File: src/rtl/flash_arb_pkg.sv
// Shared state/owner encodings and default watchdog sizing for the flash port arbiter.
package flash_arb_pkg;

    typedef enum logic {
        IDLE   = 1'b0,
        ACCESS = 1'b1
    } arb_state_e;

    typedef enum logic {
        OWN_DM = 1'b0,
        OWN_IF = 1'b1
    } arb_owner_e;

    localparam int TO_CYCLES_DEF = 255;
    localparam int TO_W_DEF      = 8;

endpackage

File: src/rtl/flash_arb_wdog.sv
// Access watchdog: counts enabled cycles since the last clear and pulses tc in the
// cycle that completes TO_CYCLES enabled cycles.
module flash_arb_wdog
    import flash_arb_pkg::*;
#(
    parameter int TO_W      = TO_W_DEF,
    parameter int TO_CYCLES = TO_CYCLES_DEF
) (
    input  logic clk_in,
    input  logic rst,
    input  logic clr,
    input  logic en,
    output logic tc
);

    // Count starts at 0 in the first enabled cycle, so the last one holds TO_CYCLES-1.
    localparam logic [TO_W-1:0] TC_VAL = TO_W'(TO_CYCLES - 1);

    logic [TO_W-1:0] cnt;

    always_ff @(posedge clk_in or posedge rst) begin
        if (rst) begin
            cnt <= '0;
        end else if (clr) begin
            cnt <= '0;
        end else if (en) begin
            cnt <= cnt + TO_W'(1);
        end
    end

    assign tc = en && (cnt == TC_VAL);

endmodule

File: src/rtl/flash_port_arbiter.sv
// Shares the flash_ss port between fetch (IF) and data (DM) with one access outstanding and
// a watchdog per access. Define FLASH_ARB_RR_EN for round-robin instead of DM-first priority.
module flash_port_arbiter
    import flash_arb_pkg::*;
#(
    parameter int AW        = 32,
    parameter int DW        = 32,
    parameter int TO_CYCLES = TO_CYCLES_DEF,
    parameter int TO_W      = TO_W_DEF
) (
    input  logic            cpu_clk,
    input  logic            cpu_rst,

    input  logic            if_req,
    input  logic [AW-1:0]   if_addr,
    output logic            if_gnt,
    output logic            if_rvalid,
    output logic [DW-1:0]   if_rdata,
    output logic            if_err,

    input  logic            dm_req,
    input  logic            dm_we,
    input  logic [AW-1:0]   dm_addr,
    input  logic [DW-1:0]   dm_wdata,
    input  logic [DW/8-1:0] dm_be,
    output logic            dm_gnt,
    output logic            dm_rvalid,
    output logic [DW-1:0]   dm_rdata,
    output logic            dm_err,

    output logic            flash_req,
    output logic            flash_we,
    output logic [AW-1:0]   flash_addr,
    output logic [DW-1:0]   flash_wdata,
    output logic [DW/8-1:0] flash_be,
    input  logic            flash_ack,
    input  logic [DW-1:0]   flash_rdata
);

    arb_state_e state, state_nxt;
    arb_owner_e owner;
    logic       dm_win, if_win, grant;
    logic       in_access, to_hit, done;
    logic [DW-1:0] rsp_data;

`ifdef FLASH_ARB_RR_EN
    arb_owner_e rr_prio;

    // rr_prio names the requester that wins the next contended grant.
    always_ff @(posedge cpu_clk or posedge cpu_rst) begin
        if (cpu_rst) begin
            rr_prio <= OWN_DM;
        end else if (dm_win) begin
            rr_prio <= OWN_IF;
        end else if (if_win) begin
            rr_prio <= OWN_DM;
        end
    end
`endif

    // Grants are combinational and suppressed while reset is held.
    always_comb begin
        dm_win = 1'b0;
        if_win = 1'b0;
        if (state == IDLE && !cpu_rst) begin
`ifdef FLASH_ARB_RR_EN
            if (dm_req && if_req) begin
                dm_win = (rr_prio == OWN_DM);
                if_win = (rr_prio == OWN_IF);
            end else begin
                dm_win = dm_req;
                if_win = if_req;
            end
`else
            dm_win = dm_req;
            if_win = if_req && !dm_req;
`endif
        end
    end

    assign grant     = dm_win | if_win;
    assign dm_gnt    = dm_win;
    assign if_gnt    = if_win;
    assign in_access = (state == ACCESS);
    assign flash_req = in_access;
    assign done      = in_access && (flash_ack || to_hit);

    always_ff @(posedge cpu_clk or posedge cpu_rst) begin
        if (cpu_rst) begin
            state <= IDLE;
        end else begin
            state <= state_nxt;
        end
    end

    always_comb begin
        state_nxt = state;
        case (state)
            IDLE:    if (grant) state_nxt = ACCESS;
            ACCESS:  if (flash_ack || to_hit) state_nxt = IDLE;
            default: state_nxt = IDLE;
        endcase
    end

    flash_arb_wdog #(
        .TO_W      (TO_W),
        .TO_CYCLES (TO_CYCLES)
    ) u_wdog (
        .clk_in (cpu_clk),
        .rst    (cpu_rst),
        .clr    (grant),
        .en     (in_access),
        .tc     (to_hit)
    );

    // Winner's request is frozen onto the flash bus for the whole access.
    always_ff @(posedge cpu_clk or posedge cpu_rst) begin
        if (cpu_rst) begin
            owner       <= OWN_DM;
            flash_we    <= 1'b0;
            flash_addr  <= '0;
            flash_wdata <= '0;
            flash_be    <= '0;
        end else if (dm_win) begin
            owner       <= OWN_DM;
            flash_we    <= dm_we;
            flash_addr  <= dm_addr;
            flash_wdata <= dm_wdata;
            flash_be    <= dm_be;
        end else if (if_win) begin
            owner       <= OWN_IF;
            flash_we    <= 1'b0;
            flash_addr  <= if_addr;
            flash_wdata <= '0;
            flash_be    <= '1;
        end
    end

    // Stores and timeouts return zero data; an ack coinciding with timeout still counts as success.
    assign rsp_data = (flash_ack && !flash_we) ? flash_rdata : '0;

    always_ff @(posedge cpu_clk or posedge cpu_rst) begin
        if (cpu_rst) begin
            if_rvalid <= 1'b0;
            if_rdata  <= '0;
            if_err    <= 1'b0;
            dm_rvalid <= 1'b0;
            dm_rdata  <= '0;
            dm_err    <= 1'b0;
        end else begin
            if_rvalid <= 1'b0;
            if_err    <= 1'b0;
            dm_rvalid <= 1'b0;
            dm_err    <= 1'b0;
            if (done) begin
                if (owner == OWN_DM) begin
                    dm_rvalid <= 1'b1;
                    dm_rdata  <= rsp_data;
                    dm_err    <= !flash_ack;
                end else begin
                    if_rvalid <= 1'b1;
                    if_rdata  <= rsp_data;
                    if_err    <= !flash_ack;
                end
            end
        end
    end

endmodule
File: config.mk
export PLATFORM = sky130hd
export DESIGN_NAME = flash_port_arbiter
export DESIGN_NICKNAME = d
export VERILOG_FILES = /design/src/rtl/flash_arb_pkg.sv /design/src/rtl/flash_arb_wdog.sv /design/src/rtl/flash_port_arbiter.sv
export SDC_FILE = /design/constraint.sdc
export NUM_CORES = 1
export LEC_CHECK = 0
export CORE_MARGIN = 3
export CORE_UTILIZATION = 30
export CTS_BUF_LIST = sky130_fd_sc_hd__clkbuf_8
export DETAILED_ROUTE_END_ITERATION = 8
export PLACE_DENSITY = 0.68
export SLEW_MARGIN = 10
export SYNTH_ARGS = -nofsm -noshare
export SYNTH_HDL_FRONTEND = slang
export SYNTH_SLANG_ARGS = --single-unit
export TNS_END_PERCENT = 20
File: constraint.sdc
create_clock -name cpu_clk -period 4.8 [get_ports cpu_clk]
set_clock_uncertainty 0.2 [all_clocks]
set_input_delay 0.96 -clock cpu_clk [delete_from_list [all_inputs] [get_ports cpu_clk]]
set_output_delay 0.96 -clock cpu_clk [all_outputs]
set_load 0.1 [all_outputs]
* After elaboration in Yosys (flattened, before gate mapping) *
Index checks and enable logic that the tools add are counted.

word-level totals
  bits in registers = 147
  latch bits = 0
  memory bits (writable) = 0
  ROM bits = 0
  input bits = 138
  output and inout bits = 140
  word-level logic and storage cells = 58
  memories = 0

cells by class
  add/sub/neg operators = 1
  multipliers = 0
  div/mod/pow operators = 0
  order comparisons = 0
  equality and inequality tests = 1
  shift-type cells = 0
  mux-type cells = 26
  bitwise operators = 3
  reductions and logical operators = 14

operator list
  kind                   number
  $mux W32               5
  $mux W1                16
  $mux W8                2
  $add A8 B1 Y8 const B  1
  $eq A8 B8 Y1 const B   1
  $mux W4                2
  $logic_and A1 B1 Y1    5
  $logic_not A1 Y1       4
  $reduce_and A2 Y1      2
  $reduce_bool A2 Y1     2
  $not A1 Y1             2
  $pmux W1 S2            1
  $logic_or A1 B1 Y1     1
  $or A1 B1 Y1           1

* Logic depth before layout (Yosys ltp) *
  depth in word-level cells = 6
  gate-level depth with buffers = 8
  gate-level depth less buffers = 5

* Cells and area by module *
Synthesis repeated with hierarchy kept, for this count alone.

second synthesis, totals
  cell total of the unflattened synthesis = 497
  area total of the unflattened synthesis = 6,042.0 um^2

modules (own cells, without submodules)
  module              times used  cells an instance  area an instance (um^2)  sequential area each (um^2)
  flash_port_arbiter  1           455                5,622.9                  3,478.3
  flash_arb_wdog      1           42                 419.2                    200.2

* Worst setup path before layout *
No wires, ideal clock.

  path kind = input to output
  from = input cpu_rst
  to = output if_gnt
  arrival time = 2,686 ps
  required time = 3,640 ps
  path slack = 954 ps
  stages = 2
  buffers on the path = 0
  path through = or3b_2 -> nor2_1

on the way
  cells in the longest elaborated chain, start to end = 3

RTL lines
  element                     RTL line                  text
  from (decl)                 flash_port_arbiter.sv:12  input logic cpu_rst,
  $logic_not A1 Y1 (no line)  --
  $logic_and A1 B1 Y1         flash_port_arbiter.sv:65  if (state == IDLE && !cpu_rst) begin
  $mux W1                     flash_port_arbiter.sv:65
  to (decl)                   flash_port_arbiter.sv:16  output logic if_gnt,

No other way between the ends.

* Worst setup path in the final report *
  from = input cpu_rst
  to = output dm_gnt

on the way
  cells in the longest elaborated chain, start to end = 3

RTL lines
  element                     RTL line                  text
  $logic_not A1 Y1 (no line)  --
  $logic_and A1 B1 Y1         flash_port_arbiter.sv:65
  $mux W1                     flash_port_arbiter.sv:65
  to (decl)                   flash_port_arbiter.sv:26  output logic dm_gnt,

No other way between the ends.

==> impl_results.md <==
* Status: finished clean
* Reg-to-reg startpoint: u_wdog.cnt[0]
* Worst-skew pair later-pin latency at 430 ps
* Synth unique cells at 37
* Nets at 1067
* Max Freq at 0.281 GHz
* Vert. Die Dim at 156 µm
* DP HPWL at 14.4 mm
* Final Hold Viols at 0
* Hold path cells at 1
* Setup total negative slack at 0 ps
* Residual DRC count at 0
* Slew margin rel. at 0.304
* Share of cells above drive strength 1 at 0.0723
* Crit path kind: in2out
* M1 GR Usage at 0.226
* Busiest grt layer: met2
* Placeable core region at 0.0220 mm²
* Clock transition at path regs at 100 ps
* Drt pass-1 iters at 5
* Overall global routing resource usage at 0.173
* Layout area overhead at 48.5%
* Hold endpoint: flash_be[3]
* Worst r2r dst: if_rdata[6]
* Largest net degree at the start of global routing at 148
* Startpoint type of the worst setup path: primary input
* Cell Pwr Density at 664 mW/mm²
* Top_reg_cell synth: dfrtp_1
* Routed wire length at 21.5 mm
* Final Slew Violations at 0
* Worst setup EP type: output port
* Met3 Usage GRT at 0.0744
* Met2 Usage GRT at 0.268
* IO buf count at 277
* Routed WL per cell at 17.6 µm
* Seq/Total Area, Yosys at 0.542
* Number of synthesis warnings at 0
* Vias per cell at 5.01
* Yosys reg bits at 147
* Clk root buf: clkbuf_8
* Post-DRT Antenna Nets at 0
* Initial DRC Count at 317
* CTS Sinks at 147
* FILL cells at 2121
* Die W at 156 µm
* Cells after synthesis at 678
* Total power draw at 6690 µW
* WP data required at 3640 ps
* Period utilisation layout at 0.741
* Reg2reg setup slack at 2180 ps
* Post-CTS sizing at 0
* Max-cap viol count at 0
* Setup bufs post-CTS at 0
* Syn nets at 818
* CP arrival at 2400 ps
* Worst hold path startpoint: flash_be[3]
* Vias at 6108
* Number of global-route vias before repair at 6140
* Min Tclk post-route at 3560 ps
* Leak at 0.00443 µW
* Initial core utilization at 0.308
* Number of synthesized flops with an enable pin at 0
* Hold buffer count at cts at 0
* Worst Reg-to-Reg Cells at 6
* ANT cells at 0
* Routability cong. at 0.750
* CTS H-tree depth at 4
* Max IR drop VDD at 384 µV
* Std cell rows at 54
* Worst-path fanout max at 6
* Worst min path class: reg2reg
* Overflow after GRT at 0
* FFs w/ async S/R, synth at 1.00
* Setup violators final at 0
* Die area at 0.0245 mm²
* First-pass GRT wire length at 33.9 mm
* CTS max path bufs at 2
* CTS tree: yes
* Avg Inst Size Synth at 10.0 µm²
* Initial antenna violation count at 0
* RSZ-0062 raised after global routing: no
* I/O pins at 278
* Num CTS Buffers at 17
* Least-Margin Pin Slew at 1040 ps
* Mapped Area at 0.00679 mm²
-- per-layer routing --
| layer | share of wire | wire length [µm] | vias to the layer above |
|---|---|---|---|
| met1 | 0.43 | 9190 | 2897 |
| met4 | 0.012 | 266 | 0 |
| li1 | - | - | 2899 |
| met2 | 0.45 | 9660 | 298 |
| met3 | 0.11 | 2360 | 14 |
| met5 | 0 | 0 | - |
-- critical path: stages --
cell	delay, ps
clkdlybuf4s50_1	520
or3b_1	610
clkinv_4	130
buf_12	170
-- logic make-up (layout without fill, tap and decap cells) --
family	after synthesis	count (layout)	share of synthesized area
buffers and inverters	126	388	0.0883
adder cells (fa/ha/maj)	2	2	0.00369
AND/OR/NAND/NOR	189	189	0.123
XOR/XNOR	3	3	0.00387
AO/OA/AOI/OAI	211	211	0.239
flip-flops	147	147	0.542
-- synthesized netlist by cell type (2+ instances only) --
cell | count | share of area
dfrtp_1 | 147 | 0.54
nand2_1 | 133 | 0.074
inv_1 | 67 | 0.037
o221ai_1 | 64 | 0.083
a22o_1 | 33 | 0.043
a31oi_1 | 32 | 0.029
nor2b_1 | 32 | 0.029
clkbuf_1 | 25 | 0.014
a22oi_1 | 22 | 0.024
o21ai_1 | 20 | 0.015
buf_2 | 18 | 0.013
o21ai_0 | 16 | 0.012
a22oi_2 | 10 | 0.018
buf_6 | 8 | 0.013
a21oi_1 | 7 | 0.0052
nor2_1 | 5 | 0.0028
nand4_1 | 4 | 0.0037
o22a_1 | 4 | 0.0052
or2_2 | 4 | 0.0037
buf_4 | 3 | 0.0033
or3_1 | 3 | 0.0028
buf_1 | 2 | 0.0011
ha_1 | 2 | 0.0037
nand3_1 | 2 | 0.0015
nor3_1 | 2 | 0.0015
xor2_1 | 2 | 0.0026
-- through the flow --
| step | std cells | util | area (µm²) | setup WS [ps] | hold WS (ps) |
|---|---|---|---|---|---|
| floorplan | 678 | - | 6790 | 954 | 317 |
| global placement | 1188 | 0.439 | 9680 | 1250 | 271 |
| detailed placement | 1188 | 0.439 | 9680 | 1220 | 281 |
| CTS | 1220 | 0.458 | 10100 | 1220 | 300 |
| global route | 1220 | 0.458 | 10100 | 1180 | 320 |
| finish | 1220 | 0.458 | 10100 | 1240 | 297 |
-- area by class of cell --
type                       count  area (µm²)  area share
inverter                      68         264      0.0262
multi-input combinational    405        2510       0.249
sequential                   147        3680       0.365
clock inverter                15         168      0.0166
timing repair buffer         288        2870       0.285
clock buffer                  17         234      0.0232
tap                          280         350      0.0348
-- power breakdown --
part	internal [µW]	switching (µW)
sequential	1560	253
combinational	945	2940
clock	435	557
-- sequential cells by signal, indices dropped and copies added, names as in the netlist --
name and count:
u_wdog.cnt 8, if_err 1, if_rvalid 1, if_rdata 32
flash_req 1, flash_addr 32, dm_err 1, owner 1
dm_rdata 32, flash_be 4, flash_we 1, flash_wdata 32
dm_rvalid 1
-- worst max-delay path by stage --
| stage | end | start | cells after the start |
|---|---|---|---|
| 4_1_cts | dm_gnt | cpu_rst | 4 |
| 6_report | dm_gnt | cpu_rst | 4 |
| 2_1_floorplan | if_gnt | cpu_rst | 2 |
| 3_3_place_gp | if_gnt | cpu_rst | 4 |
| 5_1_grt | if_gnt | cpu_rst | 4 |
| 3_5_place_dp | dm_gnt | cpu_rst | 4 |
-- cell usage in the layout, fill, tap and decap left out, types with 2 or more instances in the layout --
master	Yosys	layout
buf_12	1	2
or2_2	4	4
o22a_1	4	4
a21oi_1	7	7
nor2_1	5	5
clkbuf_8	0	17
buf_4	3	11
o221ai_1	64	64
clkinv_4	1	4
or3_1	3	3
a22oi_2	10	10
nor2b_1	32	32
nand4_1	4	4
xor2_1	2	2
inv_8	0	2
dfrtp_1	147	146
a22o_1	33	33
o21ai_0	16	16
a31oi_1	32	32
clkdlybuf4s50_1	0	274
ha_1	2	2
inv_1	67	65
inv_6	0	5
a22oi_1	22	22
clkinvlp_4	0	2
nor3_1	2	2
nand2_1	133	133
nand3_1	2	2
o21ai_1	20	19
clkinv_8	0	2
(Power assumes the default switching activity.)
